File: config.mk
export PLATFORM = sky130hd
export DESIGN_NAME = sar_adc_scan_sequencer
export DESIGN_NICKNAME = d
export VERILOG_FILES = /design/src/rtl/sar_adc_scan_sequencer.sv
export SDC_FILE = /design/constraint.sdc
export NUM_CORES = 1
export LEC_CHECK = 0
export ABC_CLOCK_PERIOD_IN_PS = 1900
export CORE_MARGIN = 1
export CORE_UTILIZATION = 48
export CTS_CLUSTER_SIZE = 12
export DETAILED_ROUTE_END_ITERATION = 8
export GPL_TIMING_DRIVEN = 0
export PLACE_DENSITY_LB_ADDON = 0.15
export RECOVER_POWER = 50
export SLEW_MARGIN = 20
export SYNTH_ARGS = -nofsm -noshare
export SYNTH_HDL_FRONTEND = slang
export SYNTH_SLANG_ARGS = --single-unit
File: constraint.sdc
create_clock -name clk -period 1.9 [get_ports clk]
set_input_delay 0.285 -clock clk [delete_from_list [all_inputs] [get_ports clk]]
set_output_delay 0.285 -clock clk [all_outputs]
set_load 0.02 [all_outputs]
File: src/rtl/sar_adc_scan_sequencer.sv
// rtl/sar_adc_scan_sequencer.sv - SAR ADC multiplexed channel scan sequencer
// Define SAR_SEQ_TIMEOUT_EN to abort a conversion after TIMEOUT_CYC cycles without eoc.
module sar_adc_scan_sequencer #(
  parameter int N_CH        = 4,
  parameter int N_BITS      = 10,
  parameter int SETTLE_CYC  = 3,
  parameter int TIMEOUT_CYC = 64,
  localparam int CH_W       = $clog2(N_CH)
) (
  input  logic              clk,
  input  logic              reset,
  input  logic              start,
  input  logic              continuous,
  input  logic [N_CH-1:0]   ch_mask,
  output logic [CH_W-1:0]   adc_ch_sel,
  output logic              adc_hold,
  input  logic              adc_eoc,
  input  logic [N_BITS-1:0] adc_result,
  output logic              res_valid,
  input  logic              res_ready,
  output logic [N_BITS-1:0] res_data,
  output logic [CH_W-1:0]   res_ch,
  output logic              busy,
  output logic              scan_done,
  output logic              timeout_err
);

  localparam int CNT_MAX = (TIMEOUT_CYC > SETTLE_CYC) ? TIMEOUT_CYC : SETTLE_CYC;
  localparam int CNT_W   = $clog2(CNT_MAX + 1);

  typedef enum logic [1:0] {IDLE, SETTLE, CONVERT, OUTPUT} state_e;

  state_e            state_q;
  logic [N_CH-1:0]   mask_q;
  logic [CH_W-1:0]   ch_q, res_ch_q;
  logic [N_BITS-1:0] res_data_q;
  logic [CNT_W-1:0]  cnt_q;
  logic              hold_q, valid_q, busy_q, done_q, terr_q, eoc_q;

  logic [CH_W-1:0]   first_ch_d, next_ch_d, start_ch_d;
  logic              has_next_d, eoc_edge_d, timeout_d, advance_d;

  // Descending scan so the last hit is the lowest qualifying index.
  always_comb begin
    first_ch_d = '0;
    start_ch_d = '0;
    next_ch_d  = '0;
    has_next_d = 1'b0;
    for (int i = N_CH - 1; i >= 0; i--) begin
      if (mask_q[i]) first_ch_d = CH_W'(i);
      if (ch_mask[i]) start_ch_d = CH_W'(i);
      if (mask_q[i] && (i > int'(ch_q))) begin
        next_ch_d  = CH_W'(i);
        has_next_d = 1'b1;
      end
    end
  end

  // eoc_q tracks adc_eoc every cycle, so a level already high on CONVERT entry is no edge.
  assign eoc_edge_d = adc_eoc & ~eoc_q;
`ifdef SAR_SEQ_TIMEOUT_EN
  assign timeout_d = (state_q == CONVERT) && !eoc_edge_d && (cnt_q == CNT_W'(TIMEOUT_CYC - 1));
`else
  assign timeout_d = 1'b0;
`endif
  assign advance_d = ((state_q == OUTPUT) && res_ready) || timeout_d;

  always_ff @(posedge clk) begin
    if (reset) begin
      state_q    <= IDLE;
      mask_q     <= '0;
      ch_q       <= '0;
      res_ch_q   <= '0;
      res_data_q <= '0;
      cnt_q      <= '0;
      hold_q     <= 1'b0;
      valid_q    <= 1'b0;
      busy_q     <= 1'b0;
      done_q     <= 1'b0;
      terr_q     <= 1'b0;
      eoc_q      <= 1'b0;
    end else begin
      eoc_q  <= adc_eoc;
      done_q <= 1'b0;
      case (state_q)
        IDLE: begin
          if (start && (ch_mask != '0)) begin
            mask_q  <= ch_mask;
            ch_q    <= start_ch_d;
            terr_q  <= 1'b0;
            busy_q  <= 1'b1;
            cnt_q   <= '0;
            state_q <= SETTLE;
          end
        end
        SETTLE: begin
          if (cnt_q == CNT_W'(SETTLE_CYC - 1)) begin
            cnt_q   <= '0;
            hold_q  <= 1'b1;
            state_q <= CONVERT;
          end else begin
            cnt_q <= cnt_q + CNT_W'(1);
          end
        end
        CONVERT: begin
          if (eoc_edge_d) begin
            res_data_q <= adc_result;
            res_ch_q   <= ch_q;
            valid_q    <= 1'b1;
            hold_q     <= 1'b0;
            cnt_q      <= '0;
            state_q    <= OUTPUT;
          end
`ifdef SAR_SEQ_TIMEOUT_EN
          else if (timeout_d) begin
            terr_q <= 1'b1;
          end else begin
            cnt_q <= cnt_q + CNT_W'(1);
          end
`endif
        end
        default: ;
      endcase

      // Shared exit path for a transferred result or an abandoned conversion.
      if (advance_d) begin
        valid_q <= 1'b0;
        hold_q  <= 1'b0;
        cnt_q   <= '0;
        if (has_next_d) begin
          ch_q    <= next_ch_d;
          state_q <= SETTLE;
        end else begin
          done_q <= 1'b1;
          if (continuous) begin
            ch_q    <= first_ch_d;
            state_q <= SETTLE;
          end else begin
            busy_q  <= 1'b0;
            state_q <= IDLE;
          end
        end
      end
    end
  end

  assign adc_ch_sel  = ch_q;
  assign adc_hold    = hold_q;
  assign res_valid   = valid_q;
  assign res_data    = res_data_q;
  assign res_ch      = res_ch_q;
  assign busy        = busy_q;
  assign scan_done   = done_q;
  assign timeout_err = terr_q;

endmodule
Word-level counts from Yosys, hierarchy flattened. Index checks and enable logic that the tools add are counted.

Register bits after elaboration: 32. Output and inout bits: 19. Bits of input ports: 20. Logic and storage cells: 84.

Reduce and logical (&&, ||, !) cells: 17. Order comparisons: 3. Bitwise gates (word level): 3. Mux-type cells: 39. Eq/ne operators: 10. $add $sub $neg: 1.

Operator list (count): $mux W2 (20); $mux W7 (3); $pmux W7 S3 (1); $mux W1 (13); $ne A3 B3 Y1 const B (3); $reduce_bool A4 Y1 (2); $add A7 B1 Y7 const B (1); $eq A7 B2 Y1 const B (1); $ne A2 B2 Y1 const B (3); $pmux W2 S3 (1); $reduce_and A3 Y1 (2); $logic_and A1 B1 Y1 (5); $eq A2 B2 Y1 const B (2); $gt A2 B2 Y1 const A (2); $reduce_and A2 Y1 (2); $reduce_and A4 Y1 (1); $reduce_or A2 Y1 (2); $reduce_bool A3 Y1 (1); $eq A2 B1 Y1 const B (1); $gt A1 B2 Y1 const A (1); $logic_not A2 Y1 (1); $not A1 Y1 (2); $pmux W1 S2 (1); $reduce_bool A2 Y1 (1); $and A1 B1 Y1 (1).

Logic depth before layout (Yosys ltp). Gate-level depths: netlist of the first run.

Depth in word-level cells: 9. Mapped depth: 7. Depth with buffers taken out: 6.

Worst setup path after synthesis of the first run. No wires, ideal clock.

Kind: reg-to-reg. Start: reg state_q[0]. End: reg cnt_q[3]. Arrival time: 1643 ps. Cell stages (with the launch flop): 7. Slack: 187 ps. Clock period less this slack: 1713 ps. Path buffers: 1. Required time: 1830 ps. Setup time: 70 ps. Cell sequence: dfxtp_1 > inv_1 > ha_1 > a221o_1 > buf_6 > or3_1 > a21oi_1.

Cells in the longest elaborated chain, start to end: 3. Elaborated cells on any way between the ends: 11. Those cells by class: eq/ne: 5; mux: 1; reduce/logical: 5.

Ends and longest elaborated chain: start: declaration (RTL line 33) `state_e state_q;`; start signal: assignment (RTL line 70) `state_q <= IDLE;`; start signal: assignment (RTL line 93) `state_q <= SETTLE;`; start signal: assignment (RTL line 100) `state_q <= CONVERT;`; $eq A2 B2 Y1 (tied with other cells) (RTL line 85) `case (state_q)`; $ne A2 B2 Y1 (no line) (tied with other cells); $reduce_and A3 Y1 (no line) or $reduce_or A2 Y1 (tied branches); end signal: assignment (RTL line 102) `cnt_q <= cnt_q + CNT_W'(1);`; end: declaration (RTL line 37) `logic [CNT_W-1:0] cnt_q;`.

Several ways; a longest one is shown, not always the timed one. A chain may end at the register's enable or synchronous reset.

Final worst setup path of the first run.
Start: reg state_q[1]. End: reg cnt_q[5].

The elaborated chain is that of the path after synthesis.

==> flow_metrics.env, run 1 <==
export IMPL_hold_slack_ns=0.460
export IMPL_critPathCaptureType="flop"
export IMPL_drt_pass1_iterations=4
export IMPL_switchingPower_mw=0.759
export IMPL_p_per_area_mw_per_mm2=1010
export IMPL_track_usage_pct=23.2
export IMPL_ctsRootBufferMaster="clkbuf_4"
export IMPL_cts_buffers=5
export IMPL_outcome="finished, final reports clean"
export IMPL_ir_worst_vdd_mv=0.661
export IMPL_cts_tree="done"
export IMPL_pin_count=39
export IMPL_vias=1591
export IMPL_seqPwrFrac_pct=40.0
export IMPL_yosysTopAreaCell="dfxtp_1"
export IMPL_worstPathArrival_ns=2.06
export IMPL_drt_iter0_drc=96
export IMPL_ys_seq_elements=32
export IMPL_synth_area_per_cell_um2=8.06
export IMPL_post_route_util_pct=68.6
export IMPL_wirelength_mm=3.81
export IMPL_fin_cells=285
export IMPL_clock_fmax_mhz=560
export IMPL_worstReg2RegStart="state_q[1]$_SDFFE_PP0P_"
export IMPL_leakage_nw=0.814
export IMPL_fp_dieW_um=59.4
export IMPL_crit_required_ns=2.17
export IMPL_synthTopCellsByArea="dfxtp_1, nand2_1, a21oi_1"
export IMPL_ys_types=45
export IMPL_post_cts_resized=0
export IMPL_hold_buffers=0
export IMPL_dpl_cell_area_mm2=0.00201
export IMPL_coreArea_mm2=0.00308
export IMPL_dp_slack_ns=-0.303
export IMPL_grt_overflow=0
export IMPL_critical_path_class="flop to flop"
export IMPL_synthDominantCellAreaShare_pct=40.5
export IMPL_num_rows=20
export IMPL_grt_max_degree=11
export IMPL_drive_gt1_share_pct=6.64
export IMPL_yosysWarnings=0
export IMPL_die_h_um=59.4
export IMPL_wire_per_inst_um=13.4
export IMPL_yosysSeqAreaShare_pct=40.5
export IMPL_fin_nets=268
export IMPL_comb_power_share_pct=36.3
export IMPL_antenna_cells=0
export IMPL_worstHoldPathType="flop to flop"
export IMPL_synth_edf_count=0
export IMPL_cap_violations=0
export IMPL_clk_latency_ns=0.33
export IMPL_fin_crit_sh_pct=94.0
export IMPL_startpoint="state_q[1]$_SDFFE_PP0P_"
export IMPL_dpl_hpwl_mm=2.90
export IMPL_dieArea_mm2=0.00353
export IMPL_postCtsSetupBuffers=0
export IMPL_p_clk_share_pct=23.7
export IMPL_synth_ff_type="dfxtp_1"
export IMPL_syn_area_mm2=0.00158
export IMPL_slew_violations=0
export IMPL_syn2layout_area_growth_pct=33.7
export IMPL_globalplace_congestion=0.957
export IMPL_htreeDepth=2
export IMPL_layout_commonest_cell="nand2_1"
export IMPL_grt_pass1_wl_mm=6.04
export IMPL_setup_slack_ns=0.114
export IMPL_p_int_mw=1.37
export IMPL_cp_start_kind="flop"
export IMPL_postSynth_asyncResetShare_pct=0
export IMPL_power_mw=2.13
export IMPL_finalCriticalPeriod_ns=1.79
export IMPL_grt_pass1_vias=1405
export IMPL_initial_core_util_pct=51.3
export IMPL_port_buffer_count=37
export IMPL_drc=0
export IMPL_clockBufferDepth=2
export IMPL_hp_start="res_data[3]$_SDFFE_PP0P_"
export IMPL_netlist_instances=196
export IMPL_syn_nets=224
export IMPL_critPathMaxFanout=10
export IMPL_cts_sinks=32
export IMPL_rsz0062_at_grt="no"
export IMPL_clk_pin_slew_ns=0.10
export IMPL_setup_violations=0
export IMPL_antenna_left=0
export IMPL_skew_ns=0.00689
export IMPL_vias_per_cell=5.58
export IMPL_grt_antenna_before_repair=0
export IMPL_place_inst=277
export IMPL_postLayoutCellArea_mm2=0.00211
export IMPL_p_sw_share_pct=35.6
export IMPL_hold_violations=0
export IMPL_final_cell_mix="nand2_1, dfxtp_1, a21oi_1"
export IMPL_fin_setup_tns_ns=0
[area by class of cell]
type                       instances  area [um2]
fill                             277         966
multi-input combinational        149         896
sequential                        32         646
timing repair buffer              37         370
tap                               44        55.1
clock buffer                       6        41.3
clock inverter                     2        35.0
buffer                             6        35.0
inverter                           9        33.8
[sequential cells by signal, summed over array words and instances, names as in the netlist]
register and cells:
res_data 10, cnt_q 7, mask_q 4, adc_ch_sel 2, res_ch 2, state_q 2
adc_hold 1, busy 1, eoc_q 1, res_valid 1, scan_done 1
[worst max-delay path, stage by stage (launching register included)]
cell and delay [ns]:
dfxtp_2 0.37, inv_1 0.09, ha_1 0.24, a221o_1 0.38, buf_6 0.16, or3_1 0.34
a21oi_1 0.14
[per-layer routing]
layer | up-vias | GRT usage, % | routed length (um)
met1 | 742 | 26.1 | 1550
met2 | 53 | 40.8 | 1950
li1 | 783 | - | -
met4 | 0 | 9.52 | 78
met3 | 13 | 6.77 | 238
met5 | - | 0 | 0
[cell usage after synthesis, types with 2 or more instances]
master      n
a21oi_1    28
and2_1      2
clkbuf_1    4
dfxtp_1    32
ha_1        8
inv_1       9
mux2i_1     2
nand2_1    38
nand2b_1    4
nand4_1     2
nor2_1     11
nor2b_1     3
nor3_1      3
nor4_1      2
o2111ai_1   2
o21ai_0     9
o21ai_1     4
o311ai_0    2
or3_1       5
[cell families after synthesis]
family / count (synthesis) / synth area share [%]
AOI/OAI and AO/OA: 61 / 24.2
adders and majority gates: 8 / 6.33
other: 1 / 0.237
DFF: 32 / 40.5
and+or+nand+nor: 77 / 23.1
buffers and inverters: 15 / 4.28
muxes: 2 / 1.27
[power by group through the flow]
| stage | Combinational [mW] | Clock [mW] | Sequential [mW] |
|---|---|---|---|
| detailed placement | 0.754 | 0 | 0.860 |
| floorplan | 0.483 | 0 | 0.881 |
| CTS | 0.757 | 0.518 | 0.844 |
| finish | 0.774 | 0.506 | 0.853 |
| global placement | 0.721 | 0 | 0.852 |
| global route | 0.857 | 0.551 | 0.865 |
[final timing paths]
path                            slack (ns)                        to  cells past startpoint
worst min-delay path                  0.46  res_data[3]$_SDFFE_PP0P_                      2
worst min register to register        0.46  res_data[3]$_SDFFE_PP0P_                      2
worst max-delay path                  0.11     cnt_q[5]$_SDFFE_PP0P_                      6
worst max register to register        0.11     cnt_q[5]$_SDFFE_PP0P_                      6
(Power assumes the default switching activity.)
==> inputs of run 2 (changes only) <==
--- a/config.mk
+++ b/config.mk
@@ -5,14 +5,15 @@
 export SDC_FILE = /design/constraint.sdc
 export NUM_CORES = 1
 export LEC_CHECK = 0
-export ABC_CLOCK_PERIOD_IN_PS = 1900
 export CORE_MARGIN = 1
 export CORE_UTILIZATION = 48
 export CTS_CLUSTER_SIZE = 12
 export DETAILED_ROUTE_END_ITERATION = 8
 export GPL_TIMING_DRIVEN = 0
+export HOLD_SLACK_MARGIN = 0.02
 export PLACE_DENSITY_LB_ADDON = 0.15
 export RECOVER_POWER = 50
+export SETUP_SLACK_MARGIN = 0.15
 export SLEW_MARGIN = 20
 export SYNTH_ARGS = -nofsm -noshare
 export SYNTH_HDL_FRONTEND = slang
==> flow_metrics.env, run 2 (synthesis gave the netlist of run 1 again) <==
export IMPL_clk_latency_ns=0.33
export IMPL_fin_crit_sh_pct=90.8
export IMPL_ctsRootBufferMaster="clkbuf_4"
export IMPL_largest_reg_flops=10
export IMPL_slew_violations=0
export IMPL_hold_path_depth=3
export IMPL_pin_count=39
export IMPL_num_rows=20
export IMPL_drt_pass1_iterations=5
export IMPL_critPathMaxFanout=6
export IMPL_hold_slack_ns=0.367
export IMPL_hold_violations=0
export IMPL_grt_antenna_before_repair=0
export IMPL_leakage_nw=0.832
export IMPL_clk_pin_slew_ns=0.10
export IMPL_clock_fmax_mhz=580
export IMPL_p_clk_share_pct=23.2
export IMPL_final_cell_mix="nand2_1, dfxtp_1, a21oi_1"
export IMPL_dpl_cell_area_mm2=0.00201
export IMPL_clockBufferDepth=2
export IMPL_cts_sinks=32
export IMPL_vias_per_cell=5.62
export IMPL_crit_required_ns=2.17
export IMPL_outcome="finished, final reports clean"
export IMPL_skew_ns=0.00325
export IMPL_grt_max_degree=11
export IMPL_worstHoldPathType="primary input to flop"
export IMPL_port_buffer_count=37
export IMPL_layout_commonest_cell="nand2_1"
export IMPL_fp_dieW_um=59.4
export IMPL_track_usage_pct=24.0
export IMPL_comb_power_share_pct=37.7
export IMPL_dieArea_mm2=0.00353
export IMPL_worstRegToRegCells=6
export IMPL_dpl_hpwl_mm=2.90
export IMPL_coreArea_mm2=0.00308
export IMPL_drt_iter0_drc=85
export IMPL_die_h_um=59.4
export IMPL_p_sw_share_pct=35.8
export IMPL_initial_core_util_pct=51.3
export IMPL_drive_gt1_share_pct=9.47
export IMPL_syn2layout_area_growth_pct=35.7
export IMPL_critPathCaptureType="flop"
export IMPL_vias=1613
export IMPL_p_per_area_mw_per_mm2=1020
export IMPL_globalplace_congestion=0.957
export IMPL_antenna_cells=0
export IMPL_cap_violations=0
export IMPL_fin_nets=270
export IMPL_drc=0
export IMPL_finalCriticalPeriod_ns=1.72
export IMPL_seqPwrFrac_pct=39.0
export IMPL_htreeDepth=2
export IMPL_critical_path_class="flop to flop"
export IMPL_ir_worst_vdd_mv=0.671
export IMPL_grt_overflow=0
export IMPL_switchingPower_mw=0.786
export IMPL_cts_buffers=5
export IMPL_grt_pass1_wl_mm=6.21
export IMPL_cts_tree="done"
export IMPL_r2r_slack_ns=0.18
export IMPL_antenna_left=0
export IMPL_p_int_mw=1.41
export IMPL_worstPathArrival_ns=2.00
export IMPL_wirelength_mm=3.92
export IMPL_rsz0062_at_grt="yes"
export IMPL_cp_start_kind="flop"
export IMPL_grt_pass1_vias=1439
export IMPL_wire_per_inst_um=13.7
export IMPL_postLayoutCellArea_mm2=0.00214
export IMPL_setup_violations=0
-- run 2: cell types whose count changed in the layout (fill, tap and decap cells not counted), sizes merged --
cell,change
dlygate4sd2,+4
clkdlybuf4s50,-3
buf,+2
dlygate4sd3,-2
dlymetal6s2s,+1
-- run 2: worst paths after layout --
kind	end	start
setup / recovery	cnt_q[6]$_SDFFE_PP0P_	state_q[0]$_SDFFE_PP0P_
hold / removal	mask_q[2]$_SDFFE_PP0P_	ch_mask[2]
setup reg to reg	cnt_q[6]$_SDFFE_PP0P_	state_q[0]$_SDFFE_PP0P_
hold reg to reg	res_data[3]$_SDFFE_PP0P_	res_data[3]$_SDFFE_PP0P_
-- run 2: power groups by stage --
stage                     clock (mW)  sequential [mW]  combinational (mW)
after floorplan                    0            0.881               0.483
after global placement             0            0.852               0.721
after detailed placement           0            0.860               0.754
after CTS                      0.518            0.852               0.773
after global routing           0.549            0.866               0.911
final                          0.509            0.856               0.828
-- run 2: what timing repair did --
action / CTS / global route
hold buffers: 0 / 0
gates cloned: 0 / 0
setup buffers: 1 / 1
hold endpoints to repair: 0 / 0
gates resized for setup: 11 / 11
endpoints found under the setup margin: 9 / 17
pin swaps: 1 / 0
-- run 2: area by class of cell --
cell class,count,area [um2]
plain buffers,6,35.0
clock buffers,6,41.3
clock inverters,2,35.0
fillers,280,933
inverters,9,33.8
multi-input cells,149,913
flip-flops and latches,32,648
well taps,44,55.1
repair buffers,39,383
-- run 2: critical path: stages (launching register included) --
cell,delay (ns)
dfxtp_4,0.38
inv_1,0.08
ha_2,0.22
a221o_1,0.35
buf_4,0.15
or3_1,0.34
a21oi_1,0.15
-- run 2: per-layer routing --
metal	GRT usage, %	share of wire [%]	vias to the layer above
met1	25.9	39	741
li1	-	-	787
met2	42.5	51	69
met3	7.42	7.0	16
met4	11.2	2.2	0
met5	0	0	-
-- run 2: stage by stage --
stage	total power, mW	setup slack (ns)	setup TNS (ns)	util [%]	instances
floorplan	1.36	0.187	0	-	196
global placement	1.57	-0.230	-1.46	65.2	277
detailed placement	1.61	-0.303	-1.95	65.2	277
CTS	2.14	0.147	0	68.5	286
global route	2.33	0.0850	0	69.7	287
finish	2.19	0.175	0	69.7	287
